File: src/rtl/fpww_pkg.sv
// Shared types and defaults for the button event scheduler.
package fpww_pkg;

    typedef enum logic [1:0] {
        ST_IDLE   = 2'd0,
        ST_HOLD   = 2'd1,
        ST_REPEAT = 2'd2
    } btn_state_e;

    localparam int DEF_N_BTN    = 3;
    localparam int DEF_HOLD_CYC = 50_000_000;
    localparam int DEF_RATE_CYC = 10_000_000;
    localparam int DEF_CNT_W    = 26;

    // Counter that sticks at all-ones instead of wrapping.
    function automatic logic [7:0] sat_inc8(input logic [7:0] v);
        return (v == 8'hFF) ? v : v + 8'd1;
    endfunction

endpackage

File: src/rtl/btn_repeat_fsm.sv
// Per-button press / auto-repeat generator: emits a one-cycle event strobe
// on the first press, after the hold delay, and then at the repeat rate.
module btn_repeat_fsm
    import fpww_pkg::*;
#(
    parameter int HOLD_CYC = DEF_HOLD_CYC,
    parameter int RATE_CYC = DEF_RATE_CYC,
    parameter int CNT_W    = DEF_CNT_W
) (
    input  logic uclock,
    input  logic uresetn,
    input  logic btn,
    output logic evt,
    output logic evt_rpt
);

    // cnt holds the number of held samples since the press, so the first
    // repeat fires exactly HOLD_CYC cycles after the press event.
    localparam logic [CNT_W-1:0] HOLD_HIT = CNT_W'(HOLD_CYC);
    localparam logic [CNT_W-1:0] RATE_HIT = CNT_W'(RATE_CYC - 1);

    btn_state_e       state_q, state_d;
    logic [CNT_W-1:0] cnt_q, cnt_d;

    always_ff @(posedge uclock or negedge uresetn) begin
        if (!uresetn) begin
            state_q <= ST_IDLE;
            cnt_q   <= '0;
        end else begin
            state_q <= state_d;
            cnt_q   <= cnt_d;
        end
    end

    always_comb begin
        state_d = state_q;
        cnt_d   = cnt_q;
        evt     = 1'b0;
        evt_rpt = 1'b0;
        if (!btn) begin
            state_d = ST_IDLE;
            cnt_d   = '0;
        end else begin
            case (state_q)
                ST_IDLE: begin
                    evt     = 1'b1;
                    state_d = ST_HOLD;
                    cnt_d   = CNT_W'(1);
                end
                ST_HOLD: begin
                    if (cnt_q == HOLD_HIT) begin
                        evt     = 1'b1;
                        evt_rpt = 1'b1;
                        state_d = ST_REPEAT;
                        cnt_d   = '0;
                    end else begin
                        cnt_d = cnt_q + CNT_W'(1);
                    end
                end
                ST_REPEAT: begin
                    if (cnt_q == RATE_HIT) begin
                        evt     = 1'b1;
                        evt_rpt = 1'b1;
                        cnt_d   = '0;
                    end else begin
                        cnt_d = cnt_q + CNT_W'(1);
                    end
                end
                default: begin
                    state_d = ST_IDLE;
                    cnt_d   = '0;
                end
            endcase
        end
    end

endmodule

File: src/rtl/btn_event_scheduler.sv
// Button event scheduler: per-button repeat FSMs feed one-deep pending slots,
// drained lowest index first into a valid/ready output register.
module btn_event_scheduler
    import fpww_pkg::*;
#(
    parameter int N_BTN    = DEF_N_BTN,
    parameter int HOLD_CYC = DEF_HOLD_CYC,
    parameter int RATE_CYC = DEF_RATE_CYC,
    parameter int CNT_W    = DEF_CNT_W
) (
    input  logic             uclock,
    input  logic             uresetn,
    input  logic [N_BTN-1:0] btn_in,
    input  logic             evt_ready,
    output logic             evt_valid,
    output logic [1:0]       evt_id,
    output logic             evt_rpt,
    output logic [7:0]       drop_cnt
);

    logic [N_BTN-1:0] fsm_evt, fsm_rpt;

    for (genvar g = 0; g < N_BTN; g++) begin : g_btn
        btn_repeat_fsm #(
            .HOLD_CYC (HOLD_CYC),
            .RATE_CYC (RATE_CYC),
            .CNT_W    (CNT_W)
        ) u_fsm (
            .uclock  (uclock),
            .uresetn (uresetn),
            .btn     (btn_in[g]),
            .evt     (fsm_evt[g]),
            .evt_rpt (fsm_rpt[g])
        );
    end

    logic [N_BTN-1:0] p_vld_q, p_vld_d;
    logic [N_BTN-1:0] p_rpt_q, p_rpt_d;
    logic             evt_valid_q, evt_valid_d;
    logic [1:0]       evt_id_q, evt_id_d;
    logic             evt_rpt_q, evt_rpt_d;
    logic [7:0]       drop_cnt_q, drop_cnt_d;

    logic             load;
    logic [N_BTN-1:0] clr;
    logic [1:0]       sel_id;
    logic             sel_rpt;
    logic             drop_any;

    always_ff @(posedge uclock or negedge uresetn) begin
        if (!uresetn) begin
            p_vld_q     <= '0;
            p_rpt_q     <= '0;
            evt_valid_q <= 1'b0;
            evt_id_q    <= 2'd0;
            evt_rpt_q   <= 1'b0;
            drop_cnt_q  <= 8'd0;
        end else begin
            p_vld_q     <= p_vld_d;
            p_rpt_q     <= p_rpt_d;
            evt_valid_q <= evt_valid_d;
            evt_id_q    <= evt_id_d;
            evt_rpt_q   <= evt_rpt_d;
            drop_cnt_q  <= drop_cnt_d;
        end
    end

    always_comb begin
        load        = !evt_valid_q || evt_ready;
        clr         = '0;
        sel_id      = 2'd0;
        sel_rpt     = 1'b0;
        evt_valid_d = evt_valid_q;
        evt_id_d    = evt_id_q;
        evt_rpt_d   = evt_rpt_q;
        drop_any    = 1'b0;
        p_vld_d     = p_vld_q;
        p_rpt_d     = p_rpt_q;

        // Scan downward so the lowest pending index is the one left selected.
        for (int i = N_BTN - 1; i >= 0; i--) begin
            if (p_vld_q[i]) begin
                sel_id  = 2'(i);
                sel_rpt = p_rpt_q[i];
            end
        end

        if (load) begin
            evt_valid_d = |p_vld_q;
            if (|p_vld_q) begin
                evt_id_d  = sel_id;
                evt_rpt_d = sel_rpt;
                clr       = N_BTN'(1) << sel_id;
            end
        end

        // A slot freed by this cycle's load can accept a new event at once.
        for (int i = 0; i < N_BTN; i++) begin
            p_vld_d[i] = p_vld_q[i] & ~clr[i];
            if (fsm_evt[i]) begin
                if (!p_vld_q[i] || clr[i]) begin
                    p_vld_d[i] = 1'b1;
                    p_rpt_d[i] = fsm_rpt[i];
                end else begin
                    drop_any = 1'b1;
                end
            end
        end

        drop_cnt_d = drop_any ? sat_inc8(drop_cnt_q) : drop_cnt_q;
    end

    assign evt_valid = evt_valid_q;
    assign evt_id    = evt_id_q;
    assign evt_rpt   = evt_rpt_q;
    assign drop_cnt  = drop_cnt_q;

endmodule

File: config.mk
export PLATFORM = sky130hd
export DESIGN_NAME = btn_event_scheduler
export DESIGN_NICKNAME = d
export VERILOG_FILES = /design/src/rtl/fpww_pkg.sv /design/src/rtl/btn_repeat_fsm.sv /design/src/rtl/btn_event_scheduler.sv
export SDC_FILE = /design/constraint.sdc
export NUM_CORES = 1
export LEC_CHECK = 0
export BUFFER_PORTS_ARGS = -buffer_cell sky130_fd_sc_hd__buf_2
export CORE_ASPECT_RATIO = 0.75
export CORE_MARGIN = 2
export CORE_UTILIZATION = 52
export DETAILED_ROUTE_END_ITERATION = 10
export HOLD_SLACK_MARGIN = 0.08
export PLACE_DENSITY = 0.68
export SETUP_SLACK_MARGIN = 0.15
export SLEW_MARGIN = 0
export SYNTH_ARGS = -nofsm -noshare
export SYNTH_HDL_FRONTEND = slang
export SYNTH_SLANG_ARGS = --single-unit
File: constraint.sdc
create_clock -name uclock -period 3.4 [get_ports uclock]
set_input_delay 0.68 -clock uclock [delete_from_list [all_inputs] [get_ports uclock]]
set_output_delay 0.68 -clock uclock [all_outputs]
set_load 0.1 [all_outputs]
==> results summary <==
The final cell count without fillers is 748. The worst setup path is launched from a flip-flop. The final clock skew came out at 0.00715 ns.

The first global-routing pass estimated 18900 um of wire. Measured on the finished design, the core utilization comes to 58.9%. The detail-routed net length per standard cell came out at 14.2 um.

Prior to clock tree synthesis, the placed netlist has a worst setup slack of 0.602 ns. The final number of hold-violating endpoints was 0. The number of enable flip-flop cells after synthesis came out at 0. The clock transition at the registers of the reported paths is about 0.060 ns. The overall routing resource usage is 20.9%. The number of endpoints failing setup at the final stage is 0. Yosys mapped the design onto 45 distinct sky130hd cell types.

The share of the synthesized area in compound gates (AO/OA/AOI/OAI) came out at 5.09%. Entering global routing, the biggest net connects 85 pins. The insertion delay to the later sink of the worst-skew pair came out at between 0.3 and 0.4 ns. The share of total power in sequential cells came out at around two fifths. The number of buffers between clock root and the deepest sink is 2.

The full die area came out at 11400 um2. Global routing finished with a remaining overflow of 0. Setup repair after global routing left no endpoint under its margin. The share of post-route cells with drive strength above 1 is 8.50%. By area, the combinational part of the netlist is dominated by simple AND/OR/NAND/NOR gates.

The vertical die dimension came out at 93.2 um. Yosys printed 0 warnings. Timing would allow up to 0.353 GHz. The number of vias in the routed layout came out at roughly 4100.

The proportion of total power due to net switching is 39.3%. The post-synthesis sequential area ratio is 46.3%. The worst slack on hold paths is slightly below 0.5 ns. Synthesis inferred 102 register bits. The weighted congestion reported at the end of routability-driven placement is ~0.86. The share of the synthesized area in the top cell type came out at 46.3%. sky130_fd_sc_hd__dfrtp_1 is the most common cell in the netlist. In the detailed route, the total length drawn on met3 is 460 um. The transition time of the tightest slew-check pin is 1.07 ns. The flow ran to the end, and the final reports show no timing, DRC or antenna violations. The routed metal-1 wirelength came out at 5500 um. Sorting the synthesized cells by how often they occur yields sky130_fd_sc_hd__dfrtp_1 (102), sky130_fd_sc_hd__nor2_1 (95), sky130_fd_sc_hd__nand2_1 (50).

The count of instances resized after the clock tree is built is 0. The first-pass iteration count of the detailed router came out at 4. The post-synthesis instance total came out at 582. The violation count after the first detailed-routing iteration came out at 378. The kind of critical path is flip-flop to flip-flop.

The tool flagged a number of max-cap violations equal to 0. The number of CTS-inserted buffers came out at 9. The net count of the mapped netlist came out at 610.

Once the floorplan was initialized, standard cells occupied 53.6% of the core. The largest vdd supply drop came out at 0.000717 V. The relative max-transition margin is 28.6%. The placed instance area came out at 5760 um2. After routing, the total negative slack on setup checks comes to 0 ns.

Summed over all instances, the cell type with the most area after synthesis is sky130_fd_sc_hd__dfrtp_1. The sum of net half-perimeters after detailed placement came out at between 7000 and 8000 um. The arrival time at the worst endpoint is around 3 ns. The final period demand of the worst path is 2.83 ns.

The total chip power came out at 3.63 mW. The clock tree from TritonCTS is done. The internal power of the cells came out at 2.20 mW. The netlist area before placement is 5510 um2. The required time at the endpoint of the critical path came out at between 3 and 4 ns. The net switching power came out at ~1.4 mW. The detailed-route DRC error count came out at 0.

The average cell area after synthesis came out at around 9.5 um2. The clock net sink count is a little over 100. In the synthesized netlist the dominant register cell turns out to be sky130_fd_sc_hd__dfrtp_1.

For this run, the post-layout net count is roughly 640. The worst hold path belongs to the class input port to async pin. The hold-fix buffer count after cts is 0. The number of primary I/O pins came out at 18.

The post-synthesis xor/xnor area fraction is 11.6%. The portion of total power attributed to the clock network came out at 27.3%. After layout, the worst path uses 83.2% of the clock period. Once layout is done, the placed cells without fillers occupy between 6000 and 7000 um2. The wire length on met2 is between 4000 and 5000 um. The core region area is between 10000 and 15000 um2. After clock tree synthesis, the setup repair step added 0 buffers. The top layer used by detailed routing is met4.

The number of max-slew violations in the final report is 0. Ranked by total cell area, the synthesized netlist is headed by sky130_fd_sc_hd__dfrtp_1 (46%), sky130_fd_sc_hd__xor2_1 (7.0%), sky130_fd_sc_hd__nor2_1 (6.5%). The root cell of the clock tree is sky130_fd_sc_hd__clkbuf_16. The total power divided by cell area is ~600 nW/um2. The via count of the first global-routing pass is between 3000 and 4000. In this run the worst path has a maximum fanout of 22. In the synthesized netlist the async set-or-reset flop fraction comes to 100%. CTS built an H-tree with a depth of 3. Compared with the post-synthesis result, the final layout area differs by 9.90%. The setup slack of the critical path after layout came out at 0.570 ns. The share of cell area taken by muxes after synthesis is 1.59%. The initial antenna violation count came out at 0.

The count of buffers added on input and output ports is 17. The number of antenna diodes in the final layout is 0. The count of antenna-violating nets left after detailed routing came out at 0. Measured along the x axis, the die boundary spans around 120 um. Of the total synthesized cell area, the portion taken by AND, OR, NAND and NOR gates is ~28%.

The static leakage came out at 2.51 nW. The row count came out at 32. The proportion of power drawn by combinational gates came out at 32.1%. The final routed wirelength across all metal layers came out at about 11000 um. The vias per cell came out at between 5 and 6. Summing the areas of all fa, ha and maj instances in the mapped netlist gives approximately 5% of the synthesized area. In this run, placement finished with an instance count of 732. The category of the worst setup path capture point is a flip-flop.
placed cells by master (no fill, tap or decap), types with 4 or more instances in the layout:
master | Yosys | final
sky130_fd_sc_hd__nor4b_1 | 4 | 4
sky130_fd_sc_hd__nand2b_1 | 4 | 4
sky130_fd_sc_hd__nor3_1 | 9 | 9
sky130_fd_sc_hd__nor2b_1 | 12 | 12
sky130_fd_sc_hd__mux2_2 | 6 | 6
sky130_fd_sc_hd__and2_1 | 6 | 6
sky130_fd_sc_hd__buf_4 | 4 | 6
sky130_fd_sc_hd__nand3_1 | 36 | 36
sky130_fd_sc_hd__and4_1 | 10 | 10
sky130_fd_sc_hd__dfrtp_1 | 102 | 102
sky130_fd_sc_hd__a21oi_1 | 16 | 16
sky130_fd_sc_hd__nor2_1 | 95 | 95
sky130_fd_sc_hd__o21ai_0 | 17 | 17
sky130_fd_sc_hd__inv_1 | 22 | 22
sky130_fd_sc_hd__nand2_1 | 50 | 50
sky130_fd_sc_hd__ha_1 | 22 | 22
sky130_fd_sc_hd__nor4_1 | 12 | 12
sky130_fd_sc_hd__and3_1 | 17 | 17
sky130_fd_sc_hd__xnor2_1 | 29 | 29
sky130_fd_sc_hd__buf_2 | 0 | 16
sky130_fd_sc_hd__xor2_1 | 44 | 44
sky130_fd_sc_hd__or3_1 | 4 | 4
sky130_fd_sc_hd__clkbuf_16 | 0 | 9
sky130_fd_sc_hd__a31oi_1 | 4 | 4
sky130_fd_sc_hd__nand4_1 | 22 | 22
final timing paths:
check,slack (ns),start,to,depth (start not counted)
setup / recovery,0.57,g_btn[1].u_fsm.cnt_q[10],g_btn[1].u_fsm.cnt_q[8],7
hold / removal,0.49,uresetn,g_btn[2].u_fsm.cnt_q[11],1
setup reg to reg,0.57,g_btn[1].u_fsm.cnt_q[10],g_btn[1].u_fsm.cnt_q[8],7
hold reg to reg,0.50,p_rpt_q[0],p_rpt_q[0],2
max in group asynchronous,2.08,uresetn,drop_cnt[7],2
min in group uclock,0.50,p_rpt_q[0],p_rpt_q[0],2
state kept, by name, indices dropped and copies added (netlist names):
name                 cells
evt_rpt                  1
g_btn.u_fsm.state_q      6
p_rpt_q                  3
drop_cnt                 8
evt_id                   2
p_vld_q                  3
g_btn.u_fsm.cnt_q       78
evt_valid                1
metal layers:
layer | up-vias | GRT usage, %
met2 | 84 | 29.4
li1 | 2064 | -
met5 | - | 0
met1 | 1957 | 32.2
met4 | 0 | 5.56
met3 | 12 | 4.70
cell type report:
cell class | count | area [um2]
Multi-Input combinational cell | 450 | 2830
Inverter | 22 | 82.6
Clock buffer | 12 | 267
Timing Repair Buffer | 22 | 125
Sequential cell | 102 | 2550
Clock inverter | 4 | 28.8
Fill cell | 879 | 4230
Tap cell | 136 | 170
power by group through the flow:
stage                     combinational (mW)  sequential, mW  clock, mW
after detailed placement                1.16            1.50          0
after global placement                  1.15            1.49          0
after CTS                               1.17            1.47       1.02
after floorplan                        0.584            1.82          0
final                                   1.17            1.47      0.990
after global routing                    1.29            1.50       1.08
logic make-up after synthesis:
kind of cell	Yosys count
flops	102
xor+xnor	73
fa+ha+maj	22
compound gates	47
buf+inv	30
mux	8
simple gates	300
critical path, stage by stage (launching register included):
cell and delay [ns]:
sky130_fd_sc_hd__dfrtp_1 0.46, sky130_fd_sc_hd__or4_1 0.55, sky130_fd_sc_hd__or4_4 0.53, sky130_fd_sc_hd__o21ai_0 0.39
sky130_fd_sc_hd__o21ai_0 0.28, sky130_fd_sc_hd__nand2_1 0.14, sky130_fd_sc_hd__buf_4 0.26, sky130_fd_sc_hd__nor2_1 0.09
(Power assumes the default switching activity.)
